<file path="src/rtl/zube_wb_pkg.sv">
// Shared types and defaults for the Zube Wishbone two-master arbiter.
package zube_wb_pkg;

   localparam int unsigned DATA_W = 32;
   localparam int unsigned CNT_W  = 8;

   localparam int unsigned         DEFAULT_TIMEOUT  = 255;
   localparam logic [DATA_W-1:0]   DEFAULT_ERR_DATA = 32'hDEAD_BEEF;

   typedef enum logic [1:0] {
      IDLE   = 2'd0,
      GRANT0 = 2'd1,
      GRANT1 = 2'd2
   } state_t;

   // One master's request as seen by the shared slave port.
   typedef struct packed {
      logic              cyc;
      logic              stb;
      logic              we;
      logic [DATA_W-1:0] addr;
      logic [DATA_W-1:0] data;
   } wb_req_t;

endpackage

</file>
<file path="src/rtl/zube_wb_watchdog.sv">
// Saturating wait counter; expire marks the cycle the count reaches TIMEOUT.
module zube_wb_watchdog
   import zube_wb_pkg::*;
#(
   parameter int unsigned TIMEOUT = DEFAULT_TIMEOUT
) (
   input  logic clk,
   input  logic reset_b,
   input  logic clear,
   input  logic run,
   output logic expire
);

   localparam logic [CNT_W-1:0] CNT_MAX = '1;
   localparam logic [CNT_W-1:0] LIMIT   = (TIMEOUT > 255) ? CNT_MAX : CNT_W'(TIMEOUT);
   localparam logic             ENABLED = (TIMEOUT != 0);

   logic [CNT_W-1:0] count;

   assign expire = ENABLED & run & (count == LIMIT);

   // Expiry restarts the count so a stalled master sees one error ack per window.
   always_ff @(posedge clk or negedge reset_b) begin
      if (!reset_b) begin
         count <= '0;
      end else if (clear || expire) begin
         count <= '0;
      end else if (run && (count != CNT_MAX)) begin
         count <= count + CNT_W'(1);
      end
   end

endmodule

</file>
<file path="src/rtl/zube_wb_arbiter.sv">
// Round-robin arbiter giving the management core and the external bridge
// shared access to one Zube Wishbone slave, with a stalled-ack watchdog.
module zube_wb_arbiter
   import zube_wb_pkg::*;
#(
   parameter int unsigned       TIMEOUT  = DEFAULT_TIMEOUT,
   parameter logic [DATA_W-1:0] ERR_DATA = DEFAULT_ERR_DATA
) (
   input  logic              clk,
   input  logic              reset_b,
   input  logic              m0_cyc_in,
   input  logic              m0_stb_in,
   input  logic              m0_we_in,
   input  logic [DATA_W-1:0] m0_addr_in,
   input  logic [DATA_W-1:0] m0_data_in,
   output logic              m0_ack_out,
   output logic [DATA_W-1:0] m0_data_out,
   input  logic              m1_cyc_in,
   input  logic              m1_stb_in,
   input  logic              m1_we_in,
   input  logic [DATA_W-1:0] m1_addr_in,
   input  logic [DATA_W-1:0] m1_data_in,
   output logic              m1_ack_out,
   output logic [DATA_W-1:0] m1_data_out,
   output logic              s_cyc_out,
   output logic              s_stb_out,
   output logic              s_we_out,
   output logic [DATA_W-1:0] s_addr_out,
   output logic [DATA_W-1:0] s_data_out,
   input  logic              s_ack_in,
   input  logic [DATA_W-1:0] s_data_in,
   output logic              timeout_irq_out
);

   state_t            state, state_nxt;
   logic              last_grant, last_grant_nxt;
   wb_req_t           m0_req, m1_req, sel_req;
   logic              req0, req1;
   logic              run, clear, expire;
   logic              resp_ack;
   logic [DATA_W-1:0] resp_data;

   assign m0_req = {m0_cyc_in, m0_stb_in, m0_we_in, m0_addr_in, m0_data_in};
   assign m1_req = {m1_cyc_in, m1_stb_in, m1_we_in, m1_addr_in, m1_data_in};
   assign req0   = m0_cyc_in & m0_stb_in;
   assign req1   = m1_cyc_in & m1_stb_in;

   always_ff @(posedge clk or negedge reset_b) begin
      if (!reset_b) begin
         state      <= IDLE;
         last_grant <= 1'b1;
      end else begin
         state      <= state_nxt;
         last_grant <= last_grant_nxt;
      end
   end

   // last_grant names the master that won most recently; a tie goes to the other one.
   always_comb begin
      state_nxt      = state;
      last_grant_nxt = last_grant;
      case (state)
         IDLE: begin
            if (req0 && (!req1 || last_grant)) begin
               state_nxt      = GRANT0;
               last_grant_nxt = 1'b0;
            end else if (req1) begin
               state_nxt      = GRANT1;
               last_grant_nxt = 1'b1;
            end
         end
         GRANT0:  if (!m0_cyc_in) state_nxt = IDLE;
         GRANT1:  if (!m1_cyc_in) state_nxt = IDLE;
         default: state_nxt = IDLE;
      endcase
   end

   // Granted master's request, squashed as soon as it lets go of cyc.
   always_comb begin
      sel_req = '0;
      case (state)
         GRANT0:  sel_req = m0_req;
         GRANT1:  sel_req = m1_req;
         default: sel_req = '0;
      endcase
      if (!sel_req.cyc) sel_req = '0;
   end

   assign run   = sel_req.cyc & sel_req.stb & ~s_ack_in;
   assign clear = (state == IDLE) | s_ack_in;

   zube_wb_watchdog #(
      .TIMEOUT (TIMEOUT)
   ) u_watchdog (
      .clk     (clk),
      .reset_b (reset_b),
      .clear   (clear),
      .run     (run),
      .expire  (expire)
   );

   always_comb begin
      s_cyc_out       = sel_req.cyc;
      s_stb_out       = sel_req.stb & ~expire;
      s_we_out        = sel_req.we;
      s_addr_out      = sel_req.addr;
      s_data_out      = sel_req.data;
      timeout_irq_out = expire;

      resp_ack  = sel_req.cyc & (s_ack_in | expire);
      resp_data = '0;
      if (sel_req.cyc) resp_data = expire ? ERR_DATA : s_data_in;

      m0_ack_out  = 1'b0;
      m0_data_out = '0;
      m1_ack_out  = 1'b0;
      m1_data_out = '0;
      if (state == GRANT0) begin
         m0_ack_out  = resp_ack;
         m0_data_out = resp_data;
      end
      if (state == GRANT1) begin
         m1_ack_out  = resp_ack;
         m1_data_out = resp_data;
      end
   end

endmodule

</file>
<file path="config.mk">
export PLATFORM = sky130hd
export DESIGN_NAME = zube_wb_arbiter
export DESIGN_NICKNAME = d
export VERILOG_FILES = /design/src/rtl/zube_wb_pkg.sv /design/src/rtl/zube_wb_watchdog.sv /design/src/rtl/zube_wb_arbiter.sv
export SDC_FILE = /design/constraint.sdc
export NUM_CORES = 1
export LEC_CHECK = 0
export CORE_AREA = 2 2 118 120
export CTS_BUF_LIST = sky130_fd_sc_hd__clkbuf_8
export CTS_CLUSTER_DIAMETER = 200
export DETAILED_ROUTE_END_ITERATION = 12
export DIE_AREA = 0 0 120 122
export PLACE_DENSITY = 0.66
export SLEW_MARGIN = 20
export SYNTH_ARGS = -nofsm -noshare
export SYNTH_HDL_FRONTEND = slang
export SYNTH_SLANG_ARGS = --single-unit
</file>
<file path="constraint.sdc">
create_clock -name clk -period 3.2 [get_ports clk]
set_input_delay 0.48 -clock clk [delete_from_list [all_inputs] [get_ports clk]]
set_output_delay 0.48 -clock clk [all_outputs]
set_load 0.1 [all_outputs]
</file>
==> results of run 1 <==
## worst max-delay path, stage by stage, from the launching register on
cell and delay, ns:
sky130_fd_sc_hd__dfrtp_1 0.39, sky130_fd_sc_hd__inv_1 0.13, sky130_fd_sc_hd__ha_4 0.16, sky130_fd_sc_hd__buf_4 0.29, sky130_fd_sc_hd__a22o_4 0.22, sky130_fd_sc_hd__nand3_4 0.24
sky130_fd_sc_hd__buf_4 0.27, sky130_fd_sc_hd__a21boi_1 0.26, sky130_fd_sc_hd__buf_12 0.22
## worst paths after layout
kind                                     start             endpoint  slack [ns]  cells after the start
max                                   state[1]       m0_data_out[0]        0.28                      8
min                        u_watchdog.count[0]  u_watchdog.count[0]        0.55                      1
max reg2reg                           state[0]  u_watchdog.count[6]        0.86                      7
min reg2reg                u_watchdog.count[0]  u_watchdog.count[0]        0.55                      1
max in group asynchronous              reset_b           last_grant        2.29                      1
min in group asynchronous              reset_b  u_watchdog.count[6]        0.56                      1
## per-layer routing
layer	vias up	wire [um]	GRT usage
li1	1772	-	-
met1	1766	5560	0.214
met2	162	7810	0.330
met3	15	1050	0.0417
met4	0	143	0.0331
met5	-	0	0
## final cells by class
cell class	instances	area share
clock buffer	3	0.00578
clock inverter	1	0.000526
inverter	6	0.00351
multi-input combinational	281	0.293
sequential	11	0.0387
tap	180	0.0316
timing repair buffer	312	0.627
## flip-flops by register name (all words and copies together) (netlist names)
register          cells
state                 2
u_watchdog.count      8
last_grant            1
## cells by family after synthesis
group,count (synthesis),synth area share
XOR/XNOR,5,0.0168
AO/OA/AOI/OAI,130,0.441
AND/OR/NAND/NOR,142,0.319
buffers and inverters,42,0.0975
flip-flops,11,0.106
adder cells (fa/ha/maj),4,0.0192
## cell usage in the layout, fill, tap and decap left out, drive strengths merged, types with 2 or more instances in the layout
cell type	Yosys	final
a21boi	50	50
a21oi	3	3
a22o	2	2
a22oi	68	68
a31oi	2	2
and2	16	16
and3	8	8
buf	27	144
clkbuf	9	3
clkdlybuf4s50	0	168
dfrtp	10	10
ha	4	4
inv	6	7
nand2	29	29
nand3	6	6
nand4	6	6
nor2	69	69
nor4	2	2
o21ai	2	2
or2	2	2
xnor2	3	3
xor2	2	2
## power breakdown
group / internal, mW / total (mW) / switching, mW
combinational: 1.03 / 2.69 / 1.67
sequential: 0.163 / 0.180 / 0.0176
clock: 0.0843 / 0.137 / 0.0531
total: 1.27 / 3.01 / 1.74
==> summary.md, run 1 <==
| Metric | Value |
|---|---|
| Worst min path class | `reg -> reg` |
| Flip-flop and latch area | `277 um2` |
| CTS clock-pin slew for the worst setup and hold paths | `approximately 0.05 ns` |
| Clock latency reported for the late side of the worst-skew pair | `0.24 ns` |
| Multi-input combinational cell area | `between 2000 and 2500 um2` |
| Final worst setup slack | `0.278 ns` |
| Net count reported at finish | `788` |
| Ports | `just over 300` |
| GP Congestion | `0.890` |
| Setup TNS after final layout | `0 ns` |
| First-pass GRT wire length | `approximately 21 mm` |
| Total count of max-transition violations in the final report | `0` |
| CTS Sinks | `11` |
| Signal arrival time at the worst endpoint | `2.44 ns` |
| Outcome | `complete, no violations` |
| Max FO, Critical Path | `31` |
| Cell types with the highest counts after synthesis | `69 x sky130_fd_sc_hd__nor2_1, 67 x sky130_fd_sc_hd__a22oi_1, 42 x sky130_fd_sc_hd__a21boi_2` |
| Minimum period implied by the final worst setup slack | `2.92 ns` |
| Setup Fix Bufs, Post-CTS | `0` |
| All-Layer GR Usage | `0.180` |
| Largest net degree at the start of global routing | `66` |
| Required time reported for the critical path endpoint | `2.72 ns` |
| Share of the synthesized area in the top cell type | `0.193` |
| Congestion Overflow GR | `0` |
| Transition time at the pin with the least slew margin | `0.666 ns` |
| Detailed Route WL | `around 15 mm` |
| Power density over the cells | `422 nW/um2` |
| DRT antenna net count | `0` |
| Final antenna diode count | `0` |
| Area after DPL | `7090 um2` |
| Share of the yosys chip area belonging to registers | `0.106` |
| Ys async rst share | `1.00` |
| Layout cell share with drive strength beyond 1 | `0.366` |
| Post-cts gate resize count | `0` |
| Count of unresolved DRC violations after routing | `0` |
| Part of the cycle the worst path needs | `0.913` |
| TritonCTS Buffers | `3` |
| Endpoint kind of the worst setup timing path | `output port` |
| Biggest area consumer among synthesized cells | `sky130_fd_sc_hd__a22oi_1` |
| Max-slew headroom | `0.556` |
| Initial core utilization | `0.193` |
| Final standard cell area without fillers | `7140 um2` |
| Post-Synthesis Cells | `334` |
| Fmax | `around 0.34 GHz` |
| Critical path class | `reg -> out` |
| Die area | `14600 um2` |
| Area Growth Syn to Fin | `174%` |
| Mean area per synthesized cell | `approximately 7.8 um2` |
| Number of optimization iterations in the first detailed-route pass | `5` |
| DR vias | `3715` |
| Top cells by area, synth | `sky130_fd_sc_hd__a22oi_1 19%, sky130_fd_sc_hd__a21boi_2 18%, sky130_fd_sc_hd__nor2_1 9.9%` |
| Final setup violation count | `0` |
| Most common cell in the netlist | `sky130_fd_sc_hd__nor2_1` |
| Number of rows created at floorplan | `between 40 and 50` |
| Total of buffers placed on input and output ports | `just over 300` |
| Hold Vio Cnt, Final | `0` |
| Flop and latch count out of synthesis | `11` |
| Max Buffers Root-to-Sink | `2` |
| Clk root buf | `sky130_fd_sc_hd__clkbuf_8` |
| Vias in the first global route | `roughly 3500` |
| Cts-stage hold buffer count | `0` |
| Hold WS | `0.552 ns` |
| Dominant register cell in the synthesized netlist | `sky130_fd_sc_hd__dfrtp_1` |
| Routed length per instance | `18.3 um` |
| Critical Path Source Type | `register` |
| Post-route non-filler standard cell count | `794` |
| RSZ-0062 raised after global routing | `no` |
| Syn nets | `507` |
| Area inside the core boundary | `around 14000 um2` |
| # placed instances | `790` |
| DPL Wire Length | `approximately 12 mm` |
| End-of-flow core utilization | `0.529` |
| Power consumption | `approximately 3 mW` |
| Width of the die | `around 120 um` |
| H-tree levels | `1` |
| Fillers | `1167` |
| Total standard cell area after synthesis | `roughly 2600 um2` |
| Synthesis warning total | `0` |
| Clock tree skew after final layout | `between 0.003 and 0.004 ns` |
| Max rail drop VDD | `0.465 mV` |
| Distinct cells, synth | `40` |
| Vias per cell | `4.68` |
| P_leak | `2.63 nW` |
| Antenna violations before repair | `0` |
| Post-synth EDFFs | `0` |
| Die boundary height | `roughly 120 um` |
| Pre-CTS worst setup slack | `0.318 ns` |
| Number of maximum-capacitance violations | `0` |
| 1st-iter DRT viols | `177` |
| TritonCTS clock tree | `yes` |
Power figures use the tool's default switching activity.
==> inputs of run 2 (changes only) <==
Settings changed: CORE_AREA 2 2 118 120 to 2 2 119 121, DIE_AREA 0 0 120 122 to 0 0 121 123, PLACE_DENSITY 0.66 to 0.65.
Clock period 3.2 ns to 2.95 ns, I/O delays scaled along.
==> run 2 against run 1 <==
Global-route usage shrank 0.81 points. Wire length shrank 4.3%. Combinational power grew 12%. Largest cell class unchanged.
==> summary.md, run 2 (synthesis results as in run 1) <==
| Metric | Value |
|---|---|
| Outcome | `complete, no violations` |
| Clock tree skew after final layout | `0.00888 ns` |
| Setup TNS after final layout | `0 ns` |
| Width of the die | `121 um` |
| Largest stage delay, worst path | `0.58 ns` |
| First-pass GRT wire length | `20.6 mm` |
| Die boundary height | `123 um` |
| Worst path most repeated cell | `sky130_fd_sc_hd__buf_12` |
| Detailed Route WL | `about 14 mm` |
| Largest registers | `u_watchdog.count x8, state x2, last_grant x1` |
| All-Layer GR Usage | `0.172` |
| Clock latency reported for the late side of the worst-skew pair | `0.24 ns` |
| End of the worst register-to-register path | `u_watchdog.count[5]` |
| Final standard cell area without fillers | `7250 um2` |
| Max-slew headroom | `0.637` |
| Fillers | `roughly 1200` |
| Max FO, Critical Path | `26` |
| Area Growth Syn to Fin | `178%` |
| 1st-iter DRT viols | `between 100 and 150` |
| Area inside the core boundary | `between 10000 and 15000 um2` |
| Max rail drop VDD | `0.663 mV` |
| DPL Wire Length | `11.5 mm` |
| Number of optimization iterations in the first detailed-route pass | `4` |
| CTS clock-pin slew for the worst setup and hold paths | `0.05 ns` |
| Register bank with the most flops | `u_watchdog.count` |
| Fmax | `0.361 GHz` |
| Number of buffers and inverters on the critical path | `4` |
| Area after DPL | `about 7200 um2` |
| Leading cell types in the layout, fill and taps excluded | `168 x sky130_fd_sc_hd__clkdlybuf4s50_1, 137 x sky130_fd_sc_hd__buf_12, 67 x sky130_fd_sc_hd__a22oi_1` |
| Endpoint kind of the worst setup timing path | `output port` |
| Cts-stage hold buffer count | `0` |
| TritonCTS clock tree | `yes` |
| Reg2Reg Setup Slack | `0.76 ns` |
| Top Family by Delay on Critical Path | `buffers and inverters` |
| Hold Vio Cnt, Final | `0` |
| Transition time at the pin with the least slew margin | `0.542 ns` |
| Vias per cell | `4.66` |
| Die area | `14900 um2` |
| Max Buffers Root-to-Sink | `2` |
| Congestion Overflow GR | `0` |
| Post-route non-filler standard cell count | `792` |
| # placed instances | `788` |
| Count of unresolved DRC violations after routing | `0` |
| Antenna violations before repair | `0` |
| Routed length per instance | `17.6 um` |
| Ports | `303` |
| Number of flip-flops in the largest register | `8` |
| Post-cts gate resize count | `0` |
| Most common library cell in the layout ignoring fill and taps | `sky130_fd_sc_hd__clkdlybuf4s50_1` |
| Net count reported at finish | `786` |
| RSZ-0062 raised after global routing | `no` |
| CTS Sinks | `11` |
| Worst min path class | `in -> async` |
| Layout cell share with drive strength beyond 1 | `0.453` |
| Initial core utilization | `0.191` |
| Final antenna diode count | `0` |
| Clk root buf | `sky130_fd_sc_hd__clkbuf_8` |
| Part of the cycle the worst path needs | `0.938` |
| Logic depth of the worst register-to-register path | `7` |
| Vias in the first global route | `3767` |
| Power density over the cells | `463 nW/um2` |
| Total count of max-transition violations in the final report | `0` |
| Signal arrival time at the worst endpoint | `2.33 ns` |
| Critical Path Source Type | `input port` |
| Number of rows created at floorplan | `43` |
| Power consumption | `3.36 mW` |
| GP Congestion | `0.850` |
| Setup Fix Bufs, Post-CTS | `0` |
| Launch instance of the worst register-to-register path | `state[0]` |
| Required time reported for the critical path endpoint | `2.51 ns` |
| H-tree levels | `1` |
| TritonCTS Buffers | `3` |
| DR vias | `3688` |
| Cell chain of the critical path | `clkdlybuf4s50_1 -> a22o_4 -> nand2_4 -> inv_4 -> buf_12 -> nand2_1 -> a21boi_1 -> buf_12` |
| P_leak | `2.61 nW` |
| Critical path class | `in -> out` |
| Largest net degree at the start of global routing | `66` |
| Final setup violation count | `0` |
| DRT antenna net count | `0` |
| Minimum period implied by the final worst setup slack | `between 2 and 3 ns` |
| Number of maximum-capacitance violations | `0` |
| CP max stage cell | `sky130_fd_sc_hd__clkdlybuf4s50_1` |
| End-of-flow core utilization | `0.533` |
| Total of buffers placed on input and output ports | `302` |
[run 2: changes by cell type in the layout (fill, tap and decap cells not counted), sizes merged]
cell  before  now
buf      144  142
[run 2: cell type report]
type	instances	area (um2)	area share
clock buffers	3	41.3	0.00569
well taps	180	225	0.0311
repair buffers	310	4460	0.615
inverters	6	25.0	0.00345
clock inverters	1	3.75	0.000518
flip-flops and latches	11	277	0.0381
multi-input cells	281	2220	0.306
[run 2: through the flow]
step                      worst slack, ns  hold slack [ns]
after floorplan                    -0.203            0.147
after global placement              0.239            0.533
after detailed placement            0.220            0.542
after CTS                           0.200            0.554
after global routing                0.103            0.576
final                               0.182            0.554
[run 2: worst max-delay path by stage]
| stage | depth (start not counted) | start | slack, ns | endpoint |
|---|---|---|---|---|
| 3_5_place_dp | 8 | m1_cyc_in | 0.22 | m1_data_out[2] |
| 5_1_grt | 8 | state[0] | 0.10 | m0_data_out[1] |
| 4_1_cts | 8 | m1_cyc_in | 0.20 | m0_ack_out |
| 3_3_place_gp | 8 | m1_cyc_in | 0.24 | m1_ack_out |
| 6_report | 8 | m1_cyc_in | 0.18 | m0_ack_out |
| 2_1_floorplan | 8 | state[0] | -0.20 | m0_data_out[31] |
[run 2: where the power goes]
part / internal (mW) / switching (mW) / total [mW]
combinational: 1.14 / 1.88 / 3.02
sequential: 0.177 / 0.0145 / 0.191
clock: 0.0914 / 0.0580 / 0.149
[run 2: layer usage]
metal / track usage / up-vias / share of wire
met5: 0 / - / 0
met4: 0.0218 / 0 / 0.010
met3: 0.0332 / 13 / 0.070
met2: 0.330 / 164 / 0.55
met1: 0.201 / 1741 / 0.37
li1: - / 1770 / -
==> inputs of run 3 (changes only) <==
Settings changed: GPL_ROUTABILITY_DRIVEN set to 0.
==> results of run 3 <==
Final layout, timing and power as in run 2 (identical DEF).
